[src/rtl/mips_pkg.sv]
// Shared MIPS opcode constants plus the decode-stage entry and occupancy types.
package mips_pkg;

  localparam logic [5:0] OP_BEQ   = 6'h04;
  localparam logic [5:0] OP_BNE   = 6'h05;
  localparam logic [5:0] OP_ADDI  = 6'h08;
  localparam logic [5:0] OP_ADDIU = 6'h09;
  localparam logic [5:0] OP_SLTI  = 6'h0A;
  localparam logic [5:0] OP_SLTIU = 6'h0B;
  localparam logic [5:0] OP_ANDI  = 6'h0C;
  localparam logic [5:0] OP_ORI   = 6'h0D;
  localparam logic [5:0] OP_XORI  = 6'h0E;
  localparam logic [5:0] OP_LUI   = 6'h0F;
  localparam logic [5:0] OP_LW    = 6'h23;
  localparam logic [5:0] OP_SW    = 6'h2B;

  typedef struct packed {
    logic [31:0] instr;
    logic [31:0] pc4;
  } id_entry_t;

  typedef enum logic [1:0] {
    ST_EMPTY = 2'd0,
    ST_ONE   = 2'd1,
    ST_FULL  = 2'd2
  } skid_state_t;

endpackage

[src/rtl/sext_ctrl.sv]
// Immediate extension mode from opcode: arithmetic, compare, branch and memory
// offsets sign-extend; logical immediates and LUI zero-extend.
module sext_ctrl
  import mips_pkg::*;
(
  input  logic [5:0] opcode,
  output logic       sext
);

  always_comb begin
    sext = 1'b0;
    case (opcode)
      OP_BEQ, OP_BNE, OP_ADDI, OP_ADDIU,
      OP_SLTI, OP_SLTIU, OP_LW, OP_SW:    sext = 1'b1;
      OP_ANDI, OP_ORI, OP_XORI, OP_LUI:   sext = 1'b0;
      default:                            sext = 1'b0;
    endcase
  end

endmodule

[src/rtl/id_skid_stage.sv]
// Decode pipeline stage: main output register plus one skid entry so in_ready
// can be a flop without losing the instruction in flight when downstream stalls.
module id_skid_stage
  import mips_pkg::*;
#(
  parameter logic [31:0] NOP_INSTR = 32'h0000_0000
) (
  input  logic        clk,
  input  logic        rst,
  input  logic        flush,
  input  logic        in_valid,
  output logic        in_ready,
  input  logic [31:0] in_instr,
  input  logic [31:0] in_pc4,
  output logic        out_valid,
  input  logic        out_ready,
  output logic [31:0] out_pc4,
  output logic [5:0]  out_opcode,
  output logic [4:0]  out_rs,
  output logic [4:0]  out_rt,
  output logic [4:0]  out_rd,
  output logic [4:0]  out_shamt,
  output logic [5:0]  out_funct,
  output logic [15:0] out_immediate,
  output logic        out_sext
);

  id_entry_t   main_q, main_d, skid_q, skid_d, in_entry;
  logic        main_vld_q, main_vld_d, skid_vld_q, skid_vld_d;
  logic        in_ready_q, in_ready_d;
  logic        accept, drain;
  skid_state_t state;

  // Occupancy view of the two valid bits; skid is only ever valid behind main.
  always_comb begin
    if (skid_vld_q)      state = ST_FULL;
    else if (main_vld_q) state = ST_ONE;
    else                 state = ST_EMPTY;
  end

  always_comb begin
    main_d     = main_q;
    skid_d     = skid_q;
    main_vld_d = main_vld_q;
    skid_vld_d = skid_vld_q;
    in_entry   = '{instr: in_instr, pc4: in_pc4};
    accept     = in_valid && in_ready_q;
    drain      = main_vld_q && out_ready;

    if (flush) begin
      main_vld_d = 1'b0;
      skid_vld_d = 1'b0;
      main_d     = '{instr: NOP_INSTR, pc4: 32'h0};
    end else begin
      case (state)
        ST_EMPTY: begin
          if (accept) begin
            main_d     = in_entry;
            main_vld_d = 1'b1;
          end
        end
        ST_ONE: begin
          if (drain && accept) begin
            main_d = in_entry;
          end else if (drain) begin
            main_vld_d = 1'b0;
          end else if (accept) begin
            skid_d     = in_entry;
            skid_vld_d = 1'b1;
          end
        end
        ST_FULL: begin
          if (drain) begin
            main_d     = skid_q;
            skid_vld_d = 1'b0;
            if (accept) begin
              skid_d     = in_entry;
              skid_vld_d = 1'b1;
            end
          end
        end
        default: begin
          main_vld_d = 1'b0;
          skid_vld_d = 1'b0;
        end
      endcase
    end

    in_ready_d = !skid_vld_d;
  end

  always_ff @(posedge clk or posedge rst) begin
    if (rst) begin
      main_q     <= '{instr: NOP_INSTR, pc4: 32'h0};
      skid_q     <= '0;
      main_vld_q <= 1'b0;
      skid_vld_q <= 1'b0;
      in_ready_q <= 1'b1;
    end else begin
      main_q     <= main_d;
      skid_q     <= skid_d;
      main_vld_q <= main_vld_d;
      skid_vld_q <= skid_vld_d;
      in_ready_q <= in_ready_d;
    end
  end

  assign in_ready      = in_ready_q;
  assign out_valid     = main_vld_q;
  assign out_pc4       = main_q.pc4;
  assign out_opcode    = main_q.instr[31:26];
  assign out_rs        = main_q.instr[25:21];
  assign out_rt        = main_q.instr[20:16];
  assign out_rd        = main_q.instr[15:11];
  assign out_shamt     = main_q.instr[10:6];
  assign out_funct     = main_q.instr[5:0];
  assign out_immediate = main_q.instr[15:0];

  sext_ctrl u_sext_ctrl (
    .opcode (main_q.instr[31:26]),
    .sext   (out_sext)
  );

endmodule
[config.mk]
export PLATFORM = sky130hd
export DESIGN_NAME = id_skid_stage
export DESIGN_NICKNAME = d
export VERILOG_FILES = /design/src/rtl/mips_pkg.sv /design/src/rtl/sext_ctrl.sv /design/src/rtl/id_skid_stage.sv
export SDC_FILE = /design/constraint.sdc
export NUM_CORES = 1
export LEC_CHECK = 0
export ABC_AREA = 1
export CAP_MARGIN = 40
export CORE_MARGIN = 2
export CORE_UTILIZATION = 40
export CTS_CLUSTER_DIAMETER = 150
export DETAILED_ROUTE_END_ITERATION = 6
export PLACE_DENSITY = 0.7
export SLEW_MARGIN = 20
export SYNTH_ARGS = -nofsm -noshare
export SYNTH_HDL_FRONTEND = slang
export SYNTH_SLANG_ARGS = --single-unit
[constraint.sdc]
create_clock -name clk -period 5.6 [get_ports clk]
set_input_delay 1.12 -clock clk [delete_from_list [all_inputs] [get_ports clk]]
set_output_delay 1.12 -clock clk [all_outputs]
set_load 0.05 [all_outputs]
Word-level counts from Yosys, hierarchy flattened:

Cells that the tools add are included.
W data, S select, Z words.

* RAM bits: 0
* input bits: 69
* register bits after elaboration: 131
* bits in latches: 0
* ROM bits: 0
* memories kept: 0

* muxes and demuxes: 25
* $mul: 0
* shift operators: 0
* magnitude comparators: 0
* bitwise gates (word level): 1
* divide/modulo/power cells: 0
* eq/ne operators: 19
* $add $sub $neg: 0
* reductions and logical operators: 11

Operators with widths (count)
* $mux W64: 8
* $pmux W64 S3: 1
* $pmux W64 S2: 1
* $eq A6 B4 Y1 const B: 4
* $ne A3 B3 Y1 const B: 5
* $eq A6 B3 Y1 const B: 2
* $eq A6 B6 Y1 const B: 2
* $mux W1: 12
* $ne A2 B2 Y1 const B: 4
* $reduce_and A4 Y1: 2
* $reduce_or A8 Y1: 1
* $pmux W1 S3: 2
* $reduce_and A5 Y1: 1
* $reduce_bool A4 Y1: 1
* $logic_and A1 B1 Y1: 3
* $eq A2 B1 Y1 const B: 1
* $eq A2 B2 Y1 const B: 1
* $logic_not A2 Y1: 1
* $mux W2: 1
* $reduce_bool A2 Y1: 1
* $logic_not A1 Y1: 1
* $not A1 Y1: 1

Longest topological paths before layout:

* word-level depth: 7
* depth in mapped cells: 8

Modules after synthesis:

A second synthesis with hierarchy kept.

* cells, all modules: 824
* area, all modules: 6326.1 µm²

By module, submodules not included
* id_skid_stage: times used 1, seq. area each 3279.4 µm², cells each 810, area an instance 6267.3 µm²
* sext_ctrl: times used 1, seq. area each 0.0 µm², cells each 14, area an instance 58.8 µm²

Least setup slack after synthesis:

No wires, ideal clock.

* path kind: register -> output
* start point: register main_q (netlist bit out_opcode[1])
* end point: output out_sext
* arrival: 1556 ps
* path buffers: 0
* slack: 2924 ps
* cell stages (with the launch flop): 4
* path through: dfrtp_1 > nand2_1 > a21o_1 > nor2_1

* word-level cells in the longest chain between the ends: 3
* elaborated cells between the ends (all ways): 10

Ends and longest elaborated chain
* start: declaration: RTL line id_skid_stage.sv:28 `id_entry_t main_q, main_d, skid_q, skid_d, in_entry;`
* start signal: assignment: RTL line id_skid_stage.sv:94 `main_q <= '{instr: NOP_INSTR, pc4: 32'h0};`
* start signal: assignment: RTL line id_skid_stage.sv:100 `main_q <= main_d;`
* $eq A6 B3 Y1, or another cell as far along: RTL line sext_ctrl.sv:12 `case (opcode)`
* $reduce_or A8 Y1 (*): RTL line sext_ctrl.sv:12
* $mux W1 (*): RTL line sext_ctrl.sv:12
* end: declaration: RTL line id_skid_stage.sv:25 `output logic out_sext`

Every way passes the cells marked *; elsewhere a longest branch is shown, timed or not.

Final worst setup path:

* start point: input flush
* end point: register skid_q[57] (netlist bit)

* word-level cells in the longest chain between the ends: 2

Ends and longest elaborated chain
* start: declaration: RTL line id_skid_stage.sv:10 `input logic flush,`
* $not A1 Y1 (no line)
* $reduce_and A5 Y1 (no line)
* end signal: assignment: RTL line id_skid_stage.sv:101 `skid_q <= skid_d;`
* end: declaration: RTL line id_skid_stage.sv:28

No other way between the ends.
A chain may end at the register's enable or synchronous reset.

==> impl_metrics.tcl <==
set metrics [dict create \
    run_status "finished, final reports clean" \
    ys_types 17 \
    timing.slew.headroom_pct 45.0 \
    max_clock_freq_ghz 0.285 \
    net-switching-power_w 0.000953 \
    grt_first_pass_wirelength_microns 27300 \
    layout_worst_path_cycle_share_pct 62.7 \
    final-setup-viol-count 0 \
    antenna-diode-count 0 \
    totalWireLength_microns 16800 \
    synth.cell_area_sq_mm 0.00632 \
    worst-path-buf-inv 4 \
    path_cells "clkdlybuf4s50_1 > inv_2 > buf_4 > nand3_1 > nand2_2 > nand2_2 > buf_4 > nand2_1 > nand2_1" \
    p_clk_share_pct 37.2 \
    place_hpwl_microns 9740 \
    seq_total_area_yosys_pct 51.9 \
    totalNegativeSetupSlack_ps 0 \
    fp.coreArea_sq_mm 0.0153 \
    cts_hold_buf 0 \
    area_growth_synth_to_finish_pct 32.1 \
    post_synthesis_average_cell_area_sq_um 7.75 \
    global_route.usage.total_pct 20.7 \
    worst_ep_required_time_ps 5900 \
    worstSetupPathType "input port to flop" \
    synth.largest_area_cell "dfrtp_1" \
    global_route.overflow_total 0 \
    h-tree-depth 4 \
    power_density_mw_per_mm2 365 \
    post_drt_via_cell_ratio 4.98 \
    die_w_microns 130 \
    clk_latency_ps 410 \
    gp_routability_congestion 0.775 \
    crit_family "buffers and inverters" \
    cts.repair.resized 0 \
    drv_slew 0 \
    grt_setup_unrepaired "no" \
    final_util_pct 54.5 \
    pin_count 152 \
    synthCells 815 \
    drtIter0Drc 605 \
    clkSlewWorstSetupHoldPaths_ps 60 \
    power.share.switching_pct 31.3 \
    cp_data_arrival_time_ps 3820 \
    post-route-cell-area_sq_mm 0.00835 \
    count_of_final_hold_check_violations 0 \
    layout.cells.most_common "nand2_1" \
    worst_ir_drop_vdd_v 0.000231 \
    nets 986 \
    avgRoutedWirePerCell_microns 14.7 \
    cts_tree "yes" \
    power_frac_comb_pct 22.4 \
    grt_max_degree 68 \
    buffer_ports.inserted 151 \
    drt_first_pass_iters 5 \
    detail_route.drc_violations 0 \
    cpMaxStageDelayCell "buf_4" \
    cell_internal_pwr_w 0.00209 \
    drt.antenna.violating_nets 0 \
    hp-class "flop to flop" \
    mappedNetlistNets 884 \
    layout.cells.most_common_list "nand2_1 (396), nand3_1 (194), clkdlybuf4s50_1 (151)" \
    ys_warn_count 0 \
    synth.top_cells.by_area "dfrtp_1 (51%), nand2_1 (24%), nand3_1 (15%)" \
    worst-slew-pin-transition_ps 825 \
    ctsRootBufferMaster "clkbuf_16" \
    rows 45 \
    post-cts-setup-buffer-count 0 \
    layout-drive-gt1-share_pct 5.59 \
    start_util_pct 41.3 \
    critical-path-max-stage-delay_ps 510 \
    post-synth-top-area-fraction_pct 51.5 \
    worst_setup_path_start_kind "input port" \
    drv_cap 0 \
    ctsLongestPathBuffers 2 \
    totalPowerFinal_w 0.00305 \
    final_period_minus_worst_setup_slack_ps 3510 \
    number_of_buffers_created_by_cts 17 \
    ys_seq_elements 131 \
    power.sequential.fraction_pct 40.5 \
    worstSetupEndpointType "flop" \
    crit_fanout 39 \
    fp.dieH_microns 130 \
    floorplan.die_area_sq_mm 0.0168 \
    routed-via-count 5678 \
    cts.sink_count 131 \
    number_of_global_route_vias_before_repair 5266 \
    whs_ps 468 \
    initial_antenna_violation_count 0 \
    finalClockSkew_ps 5.63 \
    power_leakage_nw 4.29 \
    placed_instance_area_sq_mm 0.00772 \
]
power by group through the flow:
stage               Sequential, W  Clock [W]  Combinational (W)
finish                    0.00123    0.00113           0.000681
detailed placement        0.00125          0           0.000687
global route              0.00125    0.00119           0.000743
CTS                       0.00123    0.00115           0.000688
global placement          0.00124          0           0.000672
floorplan                 0.00138          0           0.000316
worst register-to-register path: stages (launching register included):
cell	delay, ps
dfrtp_2	400
buf_4	680
nor2_4	80
nand2_2	90
buf_4	570
nand2_4	610
nand2_1	230
nand2_1	70
Yosys cell counts (all sizes together):
library cell and n:
nand2 400, nand3 195, dfrtp 130, buf 74, inv 5, clkbuf 4
nor2 2, a21o 1, a21oi 1, dfstp 1, o21ai 1, o31ai 1
layout make-up:
cell class / instances / area [sq um]
repair buffers: 161 / 1620
clock inverters: 11 / 133
inverters: 5 / 23.8
flip-flops and latches: 131 / 3280
well taps: 211 / 264
multi-input cells: 601 / 2560
clock buffers: 21 / 470
fillers: 1455 / 6970
final timing paths:
kind	startpoint	to	slack, ps	depth (start not counted)
worst max-delay path	flush	skid_q[57]	2090	9
worst max register to register	skid_vld_q	out_pc4[3]	2750	7
max in group asynchronous	rst	out_funct[4]	3410	4
worst min register to register	out_pc4[18]	out_pc4[18]	470	2
worst min-delay path	out_pc4[18]	out_pc4[18]	470	2
min in group asynchronous	rst	out_pc4[0]	1080	2
layer usage:
layer / vias up / GRT usage, % / wire, microns / part of all wire (%)
li1: 2792 / - / - / -
met1: 2717 / 28.6 / 7640 / 45
met2: 151 / 32.2 / 8110 / 48
met3: 18 / 5.00 / 870 / 5.2
met4: 0 / 7.02 / 200 / 1.2
met5: - / 0 / 0 / 0
kinds of logic after synthesis:
group | share of synthesized area [%]
AND/OR/NAND/NOR | 39.5
buffers and inverters | 8.10
AO/OA/AOI/OAI | 0.456
flip-flops | 51.9
flip-flops by register name, summed over array words and instances, names as in the netlist:
name           count
out_rs             5
skid_vld_q         1
out_rt             5
out_valid          1
out_pc4           32
in_ready           1
out_funct          6
skid_q            64
out_immediate     10
out_opcode         6
through the flow:
| stage | cells | setup slack, ps |
|---|---|---|
| floorplan | 815 | 984 |
| global placement | 1107 | 1250 |
| detailed placement | 1108 | 1580 |
| CTS | 1140 | 2010 |
| global route | 1141 | 1850 |
| finish | 1141 | 2090 |
(Power assumes the default switching activity.)
